[src/rtl/multi_issue_unit.sv]
// multi_issue_unit: rotating-priority issue selector for a reservation station.
// Picks up to ISSUE_NUM ready entries per cycle, searching from a priority
// pointer that advances past the last entry granted.
// Ports:
//   i_clk, i_rst        clock, asynchronous active-high reset
//   i_vld_vec           per-entry ready-to-issue flags
//   i_fu_rdy            per-port functional-unit ready
//   i_flush             suppress all issue this cycle
//   o_sel_vld, o_sel    per-port grant valid and entry index (0 when not granted)
//   o_issued_vec        one-hot OR of granted entries
//   o_issue_cnt         number of grants this cycle
module multi_issue_unit #(
    parameter int unsigned ENT_NUM   = 8,
    parameter int unsigned ENT_SEL   = 3,
    parameter int unsigned ISSUE_NUM = 2
) (
    input  logic                           i_clk,
    input  logic                           i_rst,
    input  logic [ENT_NUM-1:0]             i_vld_vec,
    input  logic [ISSUE_NUM-1:0]           i_fu_rdy,
    input  logic                           i_flush,
    output logic [ISSUE_NUM-1:0]           o_sel_vld,
    output logic [ISSUE_NUM*ENT_SEL-1:0]   o_sel,
    output logic [ENT_NUM-1:0]             o_issued_vec,
    output logic [1:0]                     o_issue_cnt
);

    localparam int unsigned SEL_FULL_W = 2 * ENT_SEL;

    logic [ENT_SEL-1:0]    ptr_q;
    logic [ENT_SEL-1:0]    ptr_d;

    logic [ENT_NUM-1:0]    rot_vld;
    logic                  en0;
    logic                  en1;
    logic                  c0_found;
    logic [ENT_SEL-1:0]    c0_k;
    logic                  c1_found;
    logic [ENT_SEL-1:0]    c1_k;
    logic                  g0;
    logic                  g1;
    logic [ENT_SEL-1:0]    k1;
    logic [ENT_SEL-1:0]    last_k;
    logic [ENT_SEL-1:0]    idx0;
    logic [ENT_SEL-1:0]    idx1;
    logic [1:0]            vld_full;
    logic [SEL_FULL_W-1:0] sel_full;
    logic [ENT_NUM-1:0]    issued_vec;

    // Priority pointer; only state in the block.
    always_ff @(posedge i_clk or posedge i_rst) begin
        if (i_rst) begin
            ptr_q <= '0;
        end else begin
            ptr_q <= ptr_d;
        end
    end

    // Port enables; reset and flush mask every grant.
    always_comb begin
        en0 = i_fu_rdy[0] & ~i_flush & ~i_rst;
        en1 = 1'b0;
        if (ISSUE_NUM == 2) begin
            en1 = i_fu_rdy[ISSUE_NUM-1] & ~i_flush & ~i_rst;
        end
    end

    // Rotate so position k of rot_vld is entry (ptr+k) mod ENT_NUM.
    always_comb begin
        rot_vld = '0;
        for (int k = 0; k < ENT_NUM; k++) begin
            rot_vld[k] = i_vld_vec[ptr_q + ENT_SEL'(k)];
        end
    end

    // First and second valid positions in priority order (descending scan, lowest wins).
    always_comb begin
        c0_found = 1'b0;
        c0_k     = '0;
        c1_found = 1'b0;
        c1_k     = '0;
        for (int k = ENT_NUM - 1; k >= 0; k--) begin
            if (rot_vld[k]) begin
                c0_found = 1'b1;
                c0_k     = ENT_SEL'(k);
            end
        end
        for (int k = ENT_NUM - 1; k >= 0; k--) begin
            if (rot_vld[k] && !(c0_found && (ENT_SEL'(k) == c0_k))) begin
                c1_found = 1'b1;
                c1_k     = ENT_SEL'(k);
            end
        end
    end

    // Grant decision and pointer advance; port 1 falls back to the first candidate when port 0 idles.
    always_comb begin
        g0     = en0 & c0_found;
        k1     = g0 ? c1_k : c0_k;
        g1     = en1 & (g0 ? c1_found : c0_found);
        last_k = g1 ? k1 : c0_k;
        idx0   = ptr_q + c0_k;
        idx1   = ptr_q + k1;
        ptr_d  = ptr_q;
        if (g0 || g1) begin
            ptr_d = ptr_q + last_k + ENT_SEL'(1);
        end
    end

    // Output assembly; ungranted ports read as zero.
    always_comb begin
        vld_full   = {g1, g0};
        sel_full   = '0;
        issued_vec = '0;
        if (g0) begin
            sel_full[0 +: ENT_SEL] = idx0;
            issued_vec[idx0]       = 1'b1;
        end
        if (g1) begin
            sel_full[ENT_SEL +: ENT_SEL] = idx1;
            issued_vec[idx1]             = 1'b1;
        end
    end

    assign o_sel_vld    = vld_full[ISSUE_NUM-1:0];
    assign o_sel        = sel_full[ISSUE_NUM*ENT_SEL-1:0];
    assign o_issued_vec = issued_vec;
    assign o_issue_cnt  = 2'(g0) + 2'(g1);

endmodule

[config.mk]
export PLATFORM = sky130hd
export DESIGN_NAME = multi_issue_unit
export DESIGN_NICKNAME = d
export VERILOG_FILES = /design/src/rtl/multi_issue_unit.sv
export SDC_FILE = /design/constraint.sdc
export NUM_CORES = 1
export LEC_CHECK = 0
export ABC_CLOCK_PERIOD_IN_PS = 23400
export CORE_MARGIN = 10
export CORE_UTILIZATION = 39
export CTS_BUF_LIST = sky130_fd_sc_hd__clkbuf_8
export DETAILED_ROUTE_END_ITERATION = 6
export SKIP_LAST_GASP = 1
export SLEW_MARGIN = 5
export SYNTH_ARGS = -nofsm -noshare
export SYNTH_HDL_FRONTEND = slang
export SYNTH_SLANG_ARGS = --single-unit
[constraint.sdc]
create_clock -name i_clk -period 23.4 [get_ports i_clk]
set_input_delay 7.02 -clock i_clk [delete_from_list [all_inputs] [get_ports i_clk]]
set_output_delay 7.02 -clock i_clk [all_outputs]
set_load 0.005 [all_outputs]
==> results of run 1 <==
cell type report:
| class | count | area share |
|---|---|---|
| Multi-Input combinational cell | 155 | 0.721 |
| Clock buffer | 3 | 0.0209 |
| Clock inverter | 1 | 0.00190 |
| Sequential cell | 3 | 0.0380 |
| Inverter | 17 | 0.0348 |
| Timing Repair Buffer | 30 | 0.152 |
| Tap cell | 50 | 0.0316 |
cells in the mapped netlist, types with 2 or more instances:
cell type / n / area, µm²
nand3_1: 8 / 40.0
a21oi_1: 6 / 30.0
a31oi_1: 5 / 31.3
buf_4: 2 / 15.0
o211ai_1: 3 / 22.5
inv_1: 14 / 52.6
o21ai_0: 6 / 30.0
and2_1: 2 / 12.5
nor2_1: 14 / 52.6
nor3_1: 6 / 30.0
nand2_1: 13 / 48.8
or3_1: 2 / 12.5
xnor2_1: 6 / 52.6
nor3b_1: 2 / 15.0
mux2_1: 3 / 33.8
dfrtp_1: 3 / 75.1
a31o_1: 2 / 17.5
buf_6: 2 / 22.5
mux2_2: 2 / 22.5
fa_1: 3 / 60.1
inv_4: 2 / 12.5
mux4_2: 11 / 248
a211o_1: 2 / 17.5
o22ai_1: 2 / 12.5
mux2i_1: 14 / 140
ha_1: 7 / 87.6
xor2_1: 2 / 17.5
nand2b_1: 2 / 12.5
cells by family after synthesis:
group,after synthesis,synth area share
mux,33,0.314
xor+xnor,8,0.0432
simple gates,57,0.176
fa+ha+maj,11,0.0973
flops,3,0.0463
compound gates,46,0.250
buf+inv,24,0.0733
cell usage in the layout (no fill, tap or decap), types with 3 or more instances in the layout:
cell type and n:
clkdlybuf4s50_1 30, inv_1 15, mux2i_1 14, nor2_1 14, nand2_1 13, mux4_2 11, nand3_1 8, ha_1 7
xnor2_1 6, nor3_1 6, a21oi_1 6, o21ai_0 6, a31oi_1 5, mux2_1 3, o211ai_1 3, fa_1 3
clkbuf_8 3, dfrtp_1 3
final timing paths:
| check | to | slack, ps | start |
|---|---|---|---|
| max reg2reg | ptr_q[2] | 17910 | ptr_q[0] |
| min in group asynchronous | ptr_q[0] | 7110 | i_rst |
| max | o_issued_vec[3] | 4490 | i_vld_vec[4] |
| min reg2reg | ptr_q[2] | 890 | ptr_q[2] |
| max in group asynchronous | ptr_q[1] | 16150 | i_rst |
| min | ptr_q[2] | 890 | ptr_q[2] |
stage by stage:
stage / std cells / utilization / setup slack (ps)
after floorplan: 182 / - / 6100
after global placement: 255 / 0.483 / 4640
after detailed placement: 255 / 0.483 / 4550
after CTS: 259 / 0.495 / 4530
after global routing: 259 / 0.495 / 4020
final: 259 / 0.495 / 4490
routing by layer:
layer,wire [µm],global-route usage,up-vias,share of wire
met5,0,0,-,0
met4,33,0.0269,0,0.0072
met3,247,0.0271,4,0.054
met2,2220,0.215,45,0.49
met1,2060,0.153,758,0.45
li1,-,-,761,-
==> results.cfg, run 1 <==
[status]
outcome = finished, final reports clean

[detailed_routing]
postRouteAntennaNets = 0
drt_wl_total_um = 4560
drc = 0
drt-initial-drc-count = 101
vias_per_cell = 6.05
via_count = 1568
wl_per_cell_um = 17.6
drt-pass1-iter-count = 6

[timing]
rsz0062_at_grt = false
fin_crit_ps = 18910
maxSlewHeadroom = 0.379
skew_ps = 1.16
maxSlewViolCount = 0
fin_tns_setup_ps = 0
fin_hold_ws_ps = 889
hold_viol = 0
max_freq_mhz = 52.9
worst_pin_slew_ps = 932
finalSetupViolations = 0
fin_crit_sh = 0.808

[layout]
nFillCells = 380
seqCellArea_um2 = 75.1
antenna_cells = 0
fin_nets = 233
largest_register = ptr_q
drive_gt1_frac = 0.172
postLayoutCellArea_um2 = 1980
largest_reg_flops = 3
largestRegisters = ptr_q (3)
area_growth_pct = 22.1
multi_input_area_um2 = 1430

[global_route]
overflow = 0
antenna_found_initial = 0
grtUsageTotal = 0.124
grt_max_degree = 21
grt_pass1_wl_um = 7730
grt_pass1_vias = 1590

[worst_setup_path]
crit_chain = clkdlybuf4s50_1 > mux2i_1 > mux4_2 > a2111oi_1 > o21ai_2 > a32oi_4 > nand2b_1 > a21oi_1 > a21oi_1 > fa_1 > xor2_1 > a31oi_1 > a31oi_1 > nand3_2 > o32ai_2 > clkdlybuf4s50_1
reg2reg_depth = 18
cp_top_family = compound AO/OA/AOI/OAI gates
worstPathRequired_ps = 16380
crit_cells = 16
timing.critical_path.slowest_cell_delay_ps = 580
end_kind = output port
crit_type = input pin to output port
cp-start-kind = input pin
critPathSlowestCell = clkdlybuf4s50_1
critical_path_buf_inv_count = 2
cp_data_arrival_time_ps = 11890
critPathMaxFanout = 9

[yosys]
synth-seq-cells = 3
syn_area_um2 = 1620
synth-edff-count = 0
synth-async-reset-ratio = 1.00
avgSynthCellArea_um2 = 8.90
synth_fp_nets = 205
synth_cells = 182
synth_ff_type = dfrtp_1
synth_cell_type_count = 64
ys_seq_area_frac = 0.0463
yosysWarnings = 0

[min_path]
min_path_type = register to register
min_path_cells = 1

[placed_design]
hpwl_um = 3840
post_dp_cell_area_um2 = 1930
port_buffers = 30
gp_congestion = 0.892

[clocking]
cts_tree = yes
cts_num_sinks = 3
insertion_delay_ps = 210
root_buffer = clkbuf_8
cts_hold_buffers = 0
cts_buffers = 3
clk_transition_reported_paths_ps = 30
cts_resized = 0
h-tree-depth = 1
clock_path_buffers = 2
cts_setup_buffers = 0

[die]
ioPinCount = 31
die_h_um = 84.5
dieWidth_um = 84.5
fp-row-count = 23
fp.coreArea_um2 = 4000
initial_core_util = 0.405
dieArea_um2 = 7130

[job]
drv_cap = 0
Power of run 1 is left out: the tool's default activity adds up to more than one toggle a clock period on the data nets, which glitch-free logic cannot reach.
==> inputs of run 2 (changes only) <==
--- a/config.mk
+++ b/config.mk
@@ -5,7 +5,7 @@
 export SDC_FILE = /design/constraint.sdc
 export NUM_CORES = 1
 export LEC_CHECK = 0
-export ABC_CLOCK_PERIOD_IN_PS = 23400
+export ABC_CLOCK_PERIOD_IN_PS = 17450
 export CORE_MARGIN = 10
 export CORE_UTILIZATION = 39
 export CTS_BUF_LIST = sky130_fd_sc_hd__clkbuf_8
==> constraint.sdc (replaced) <==
create_clock -name i_clk -period 17.45 [get_ports i_clk]
set_input_delay 5.235 -clock i_clk [delete_from_list [all_inputs] [get_ports i_clk]]
set_output_delay 5.235 -clock i_clk [all_outputs]
set_load 0.005 [all_outputs]
==> run 2 against run 1 <==
Compared with the run above: clock-buffer cell count stayed put; register-to-register slack worse by 5900 ps; setup slack worse by 2300 ps; global-route usage is 0.22 points lower; critical path depth stayed put; critical path type unchanged; highest routed layer is now met3.
==> results.cfg, run 2 (synthesis gave the netlist of run 1 again) <==
[job]
drv_cap = 0

[clocking]
insertion_delay_ps = 210
cts_num_sinks = 3
cts_setup_buffers = 0
clk_transition_reported_paths_ps = 30
h-tree-depth = 1
cts_resized = 0
cts_hold_buffers = 0
clock_path_buffers = 2
root_buffer = clkbuf_8
cts_tree = yes
cts_buffers = 3

[detailed_routing]
drt-pass1-iter-count = 4
postRouteAntennaNets = 0
wl_per_cell_um = 17.2
drt_wl_total_um = 4440
drc = 0
vias_per_cell = 5.94
via_count = 1539
drt-initial-drc-count = 109

[layout]
fin_nets = 233
final_common_cell = clkdlybuf4s50_1
antenna_cells = 0
drive_gt1_frac = 0.172
area_growth_pct = 22.1
largest_register = ptr_q
largest_reg_flops = 3
layout_common_cells = clkdlybuf4s50_1, inv_1, mux2i_1, nor2_1, nand2_1
postLayoutCellArea_um2 = 1980
largestRegisters = ptr_q (3)

[worst_setup_path]
cp-start-kind = input pin
rr_endpoint = ptr_q[2]
regToRegSetupSlack_ps = 11980
critPathMaxFanout = 9
end_kind = output port
r2r-start = ptr_q[0]
worstPathRequired_ps = 12210
crit_type = input pin to output port
reg2reg_depth = 18
cp_data_arrival_time_ps = 10060
crit_end = o_issued_vec[3]
cp-startpoint = i_vld_vec[4]

[placed_design]
hpwl_um = 3760
pre_cts_ws_ps = 2200
port_buffers = 30
post_dp_cell_area_um2 = 1930
gp_congestion = 0.897

[timing]
fin_crit_sh = 0.876
setup_ws_ps = 2160
fin_crit_ps = 15290
fin_tns_setup_ps = 0
worst_pin_slew_ps = 925
rsz0062_at_grt = false
hold_viol = 0
maxSlewHeadroom = 0.383
finalSetupViolations = 0
fin_hold_ws_ps = 895
max_freq_mhz = 65.4
maxSlewViolCount = 0
skew_ps = 1.88

[min_path]
min_path_type = register to register

[global_route]
overflow = 0
grtUsageTotal = 0.122
grt_pass1_wl_um = 7590
antenna_found_initial = 0
grt_max_degree = 21
grt_pass1_vias = 1516

[die]
fp.coreArea_um2 = 4000
dieArea_um2 = 7130
dieWidth_um = 84.5
initial_core_util = 0.405
ioPinCount = 31
fp-row-count = 23
die_h_um = 84.5

[status]
outcome = finished, final reports clean
run 2: cell counts in the layout (fill, tap and decap cells not counted):
Identical to the previous run, type by type.
run 2: how the worst min path moves through the flow:
| stage | depth (start not counted) | startpoint | slack [ps] | end |
|---|---|---|---|---|
| 3_5_place_dp | 1 | ptr_q[2] | 890 | ptr_q[2] |
| 6_report | 1 | ptr_q[2] | 890 | ptr_q[2] |
| 5_1_grt | 1 | ptr_q[2] | 930 | ptr_q[2] |
| 3_3_place_gp | 1 | ptr_q[2] | 880 | ptr_q[2] |
| 4_1_cts | 1 | ptr_q[2] | 890 | ptr_q[2] |
| 2_1_floorplan | 2 | ptr_q[1] | 770 | ptr_q[1] |
run 2: per-stage QoR:
step	cells	utilization
after CTS	259	0.495
after global placement	255	0.483
after detailed placement	255	0.483
after global routing	259	0.495
final	259	0.495
after floorplan	182	-
run 2: worst max-delay path, stage by stage:
cell,delay (ps)
clkdlybuf4s50_1,560
mux2i_1,150
mux4_2,560
a2111oi_1,540
o21ai_2,160
a32oi_4,370
nand2b_1,90
a21oi_1,220
a21oi_1,120
fa_1,450
xor2_1,200
a31oi_1,70
a31oi_1,220
nand3_2,220
o32ai_2,300
clkdlybuf4s50_1,550
run 2: area by class of cell:
type | instances | area (µm²)
tap | 50 | 62.6
sequential | 3 | 75.1
multi-input combinational | 155 | 1430
timing repair buffer | 30 | 300
inverter | 17 | 68.8
clock inverter | 1 | 3.75
fill | 382 | 2020
clock buffer | 3 | 41.3
run 2: layer usage:
| layer | routed length (µm) | vias to the layer above | share of wire | GRT usage |
|---|---|---|---|---|
| li1 | - | 757 | - | - |
| met2 | 2190 | 37 | 0.49 | 0.206 |
| met1 | 2070 | 745 | 0.46 | 0.162 |
| met4 | 0 | 0 | 0 | 0.0254 |
| met3 | 192 | 0 | 0.043 | 0.0145 |
| met5 | 0 | - | 0 | 0 |
Power of run 2 is left out for the same reason.
